$ cat src/rtl/argmax_pkg.sv
// Shared FSM state encoding and default sizing for the argmax/argmin streamer.
package argmax_pkg;

  typedef enum logic {
    ACCUM = 1'b0,
    DONE  = 1'b1
  } state_t;

  localparam int DEF_N_CLASSES = 10;
  localparam int DEF_DATA_W    = 32;

endpackage

$ cat src/rtl/index_to_onehot.sv
// Binary index to one-hot decode; purely combinational, no flow control.
module index_to_onehot #(
  parameter  int N     = 10,
  localparam int IDX_W = $clog2(N)
) (
  input  logic [IDX_W-1:0] idx,
  output logic [N-1:0]     onehot
);

  always_comb begin
    onehot = '0;
    for (int i = 0; i < N; i++) begin
      if (idx == IDX_W'(i)) onehot[i] = 1'b1;
    end
  end

endmodule

$ cat src/rtl/argmax_stream.sv
// Streams one frame of signed scores and reports the arg-max (or arg-min) index, score and length.
// Result registered 1 cycle after the frame-ending score; input stalls while a result awaits out_ready.
module argmax_stream
  import argmax_pkg::*;
#(
  parameter  int N_CLASSES = DEF_N_CLASSES,
  parameter  int DATA_W    = DEF_DATA_W,
  parameter  int FIND_MIN  = 0,
  localparam int IDX_W     = $clog2(N_CLASSES)
) (
  input  logic                     clk,
  input  logic                     rst_n,
  input  logic                     clear,
  input  logic                     in_valid,
  output logic                     in_ready,
  input  logic signed [DATA_W-1:0] in_data,
  input  logic                     in_last,
  output logic                     out_valid,
  input  logic                     out_ready,
  output logic [N_CLASSES-1:0]     out_onehot,
  output logic [IDX_W-1:0]         out_index,
  output logic signed [DATA_W-1:0] out_best,
  output logic [IDX_W:0]           out_len
);

  state_t                     state_q, state_d;
  logic                       rdy_q;
  logic                       vld_q;
  logic [IDX_W-1:0]           pos_q;
  logic [IDX_W-1:0]           idx_q;
  logic signed [DATA_W-1:0]   best_q;

  logic                       xfer;
  logic                       frame_end;
  logic                       better;
  logic                       take;
  logic signed [DATA_W-1:0]   cand_best;
  logic [IDX_W-1:0]           cand_idx;
  logic [N_CLASSES-1:0]       cand_onehot;

  assign in_ready  = rdy_q;
  assign out_valid = vld_q;

  assign xfer      = in_valid && rdy_q;
  assign frame_end = xfer && (in_last || (pos_q == IDX_W'(N_CLASSES - 1)));
  assign better    = (FIND_MIN != 0) ? (in_data < best_q) : (in_data > best_q);
  // First score of a frame always wins so the running best never compares against stale data.
  assign take      = xfer && ((pos_q == '0) || better);
  assign cand_best = take ? in_data : best_q;
  assign cand_idx  = take ? pos_q : idx_q;

  index_to_onehot #(.N(N_CLASSES)) u_dec (
    .idx    (cand_idx),
    .onehot (cand_onehot)
  );

  always_comb begin
    state_d = state_q;
    case (state_q)
      ACCUM:   if (frame_end) state_d = DONE;
      DONE:    if (vld_q && out_ready) state_d = ACCUM;
      default: state_d = ACCUM;
    endcase
    if (clear) state_d = ACCUM;
  end

  always_ff @(posedge clk or negedge rst_n) begin
    if (!rst_n) begin
      state_q <= ACCUM;
      rdy_q   <= 1'b0;
      vld_q   <= 1'b0;
    end else begin
      state_q <= state_d;
      rdy_q   <= (state_d == ACCUM);
      vld_q   <= (state_d == DONE);
    end
  end

  always_ff @(posedge clk or negedge rst_n) begin
    if (!rst_n) begin
      pos_q      <= '0;
      idx_q      <= '0;
      best_q     <= '0;
      out_onehot <= '0;
      out_index  <= '0;
      out_best   <= '0;
      out_len    <= '0;
    end else if (clear) begin
      pos_q      <= '0;
      out_onehot <= '0;
      out_index  <= '0;
      out_best   <= '0;
      out_len    <= '0;
    end else begin
      if (xfer) begin
        pos_q  <= frame_end ? '0 : pos_q + IDX_W'(1);
        best_q <= cand_best;
        idx_q  <= cand_idx;
      end
      if (frame_end) begin
        out_onehot <= cand_onehot;
        out_index  <= cand_idx;
        out_best   <= cand_best;
        out_len    <= {1'b0, pos_q} + (IDX_W + 1)'(1);
      end else if (vld_q && out_ready) begin
        out_onehot <= '0;
        out_index  <= '0;
        out_best   <= '0;
        out_len    <= '0;
      end
    end
  end

endmodule

$ cat config.mk
export PLATFORM = sky130hd
export DESIGN_NAME = argmax_stream
export DESIGN_NICKNAME = d
export VERILOG_FILES = /design/src/rtl/argmax_pkg.sv /design/src/rtl/index_to_onehot.sv /design/src/rtl/argmax_stream.sv
export SDC_FILE = /design/constraint.sdc
export NUM_CORES = 1
export LEC_CHECK = 0
export CAP_MARGIN = 10
export CORE_ASPECT_RATIO = 1.4
export CORE_MARGIN = 3
export CORE_UTILIZATION = 50
export DETAILED_ROUTE_END_ITERATION = 10
export PLACE_DENSITY = 0.77
export SYNTH_ARGS = -nofsm -noshare
export SYNTH_HDL_FRONTEND = slang
export SYNTH_SLANG_ARGS = --single-unit
$ cat constraint.sdc
create_clock -name clk -period 6.25 [get_ports clk]
set_input_delay 0.625 -clock clk [delete_from_list [all_inputs] [get_ports clk]]
set_output_delay 0.625 -clock clk [all_outputs]
set_load 0.02 [all_outputs]
==> results_dict.tcl <==
set metrics [dict create \
    status "finished, final reports clean" \
    cts_buffers 9 \
    slew_viol_final 0 \
    crit_path_end_kind "flip-flop" \
    max-cap-violations 0 \
    clock_latency_ns 0.34 \
    grt_pass1_wl_um 18800 \
    dp_cells 683 \
    gp_congestion 0.821 \
    critPathLaunchType "primary input" \
    yosys.area.top_type "dfrtp_1" \
    ant_nets 0 \
    fin_nets 635 \
    post_cts_buffers 0 \
    grt_util_all_layers_pct 21.2 \
    finalHoldViolations 0 \
    synthArstFlopShare_pct 100 \
    synth_common_cells "93 x dfrtp_1, 67 x nand2_1, 41 x o21ai_0" \
    wl_per_cell_um 16.5 \
    setup_viol 0 \
    nFillCells 804 \
    synth-simple-area-share_pct 12.3 \
    clk_root_buffer_cell "clkbuf_16" \
    crit_path_max_fanout 21 \
    port_buffers 90 \
    synth_compound_area_share_pct 11.9 \
    die_h_um 124 \
    synth_top_family_by_area "multiplexers" \
    fp-row-count 42 \
    leakage_nw 2.71 \
    cts_hold_buf 0 \
    die_area_um2 11200 \
    area_growth_pct 26.0 \
    antenna_found_initial 0 \
    synth.net_count 553 \
    ir_drop_mv 0.164 \
    antenna_cells 0 \
    area.sequential_um2 2330 \
    r2r-start "best_q[31]" \
    crit_type "in -> reg" \
    required_ns 6.47 \
    core_region_area_um2 9560 \
    postSynthAreaPerCell_um2 10.4 \
    finalSetupTns_ns 0 \
    synth_most_common_cell "dfrtp_1" \
    ys_top_cells_by_area "dfrtp_1 47%, ha_1 8.8%, mux2_1 6.6%" \
    grt_pass1_vias 3905 \
    drc 0 \
    muxShareOfSynthArea_pct 14.4 \
    vias 3937 \
    finalWirelength_um 11500 \
    syn_area_um2 4970 \
    synth_enable_flop_cells 0 \
    fin_crit_sh_pct 62.4 \
    powerDensity_nw_per_um2 260 \
    start_util_pct 52.0 \
    hold_class "in -> async" \
    fp.dieW_um 90.3 \
    max_slew.worst_pin.slew_ns 1.03 \
    h-tree-depth 3 \
    period_minus_slack_ns 3.90 \
    vias_per_cell 5.63 \
    ys_warn_count 0 \
    fin_skew_ns 0.00767 \
    rsz0062_at_grt "no" \
    initialDrtViolationCount 176 \
    grt_max_degree 56 \
    num_io_pins 91 \
    postSynthCellCount 480 \
    clock-sinks 93 \
    ys_ff_latch 93 \
    multiInputGateArea_um2 2400 \
    first_pass_iters 4 \
    cp.arrival_ns 4.12 \
    max_freq_mhz 256 \
    dp.final_hpwl_um 8310 \
    crit_start "in_data[31]" \
    synth_cell_types 49 \
    stdcell_count 699 \
    ys_seq_area_share_pct 46.8 \
    synthFlopType "dfrtp_1" \
    layout-drive-gt1-share_pct 6.00 \
    clkTransAtPathRegs_ns 0.07 \
    synthAdderAreaFrac_pct 8.80 \
    ctsLongestPathBuffers 2 \
    overflow 0 \
    synth_top_cell_area_share_pct 46.8 \
    maxSlewHeadroom_pct 31.2 \
    cts_resized 0 \
    cts_tree "built" \
    synth_xor_xnor_area_share_pct 0.352 \
]
[final cells by class]
class / count / area share [%]
inverter: 39 / 2.34
clock buffer: 12 / 3.93
tap: 132 / 2.64
sequential: 93 / 37.1
multi-input combinational: 324 / 38.3
timing repair buffer: 95 / 14.9
clock inverter: 4 / 0.759
[registers in the layout (all words and copies together) (netlist names), 4 cells and up]
name	count
out_best	32
out_index	4
out_len	5
out_onehot	10
best_q	32
pos_q	4
idx_q	4
[layer usage]
layer	wire length [µm]	vias up	GRT usage, %
met4	238	0	8.05
met5	0	-	0
met3	457	23	3.44
li1	-	1869	-
met2	6260	102	39.3
met1	4550	1943	24.6
[report_power, final]
part,leakage (nW),switching (mW),internal [mW]
Clock,0.143,0.225,0.320
Combinational,1.36,0.202,0.170
Sequential,1.21,0.0483,0.667
Total,2.71,0.475,1.16
[layout by cell type (no fill, tap or decap), drive strengths merged, types with 2 or more instances in the layout]
cell and count:
a21o 4, a21oi 19, a221o 3, a221oi 2, buf 6, clkbuf 12
clkdlybuf4s50 89, clkinv 2, dfrtp 93, ha 35, inv 39, mux2 35
mux2i 32, nand2 67, nand2b 2, nand3 13, nand4 8, nand4b 2
nor2 6, nor2b 2, nor3 7, nor3b 2, nor4 7, o211ai 8
o21ai 41, o311ai 6, o31a 2, o31ai 2, or3 6
[worst max-delay path, cell delays in order]
cell and delay (ns):
clkdlybuf4s50_1 0.46, ha_1 0.40, nand4_1 0.18, nor4_1 0.50, o41a_2 0.29, o211ai_4 0.10, nor3_4 0.78, buf_4 0.40
mux2_2 0.37
[worst paths after layout]
check | endpoint | slack, ns | cells after the start
min reg2reg | out_len[3] | 0.48 | 2
min in group clk | out_len[3] | 0.48 | 2
min | pos_q[2] | 0.25 | 1
max | best_q[5] | 2.35 | 9
max in group asynchronous | best_q[26] | 4.92 | 2
max reg2reg | best_q[5] | 2.71 | 9
[logic make-up after synthesis]
logic type	after synthesis
buf+inv	63
simple gates	126
compound gates	94
fa+ha+maj	35
flops	93
mux	67
xor+xnor	2
[per-stage QoR]
step | cell area, µm² | hold WS [ns] | setup WS [ns] | power (mW) | util, %
finish | 6270 | 0.251 | 2.35 | 1.63 | 65.5
global route | 6270 | 0.290 | 2.14 | 1.72 | 65.5
CTS | 6270 | 0.270 | 2.34 | 1.64 | 65.5
detailed placement | 5970 | 0.474 | 2.00 | 1.10 | 62.5
global placement | 5970 | 0.465 | 2.04 | 1.08 | 62.5
floorplan | 4970 | 0.329 | 3.36 | 0.958 | -
Note: power is estimated with default switching activity, not from simulation.
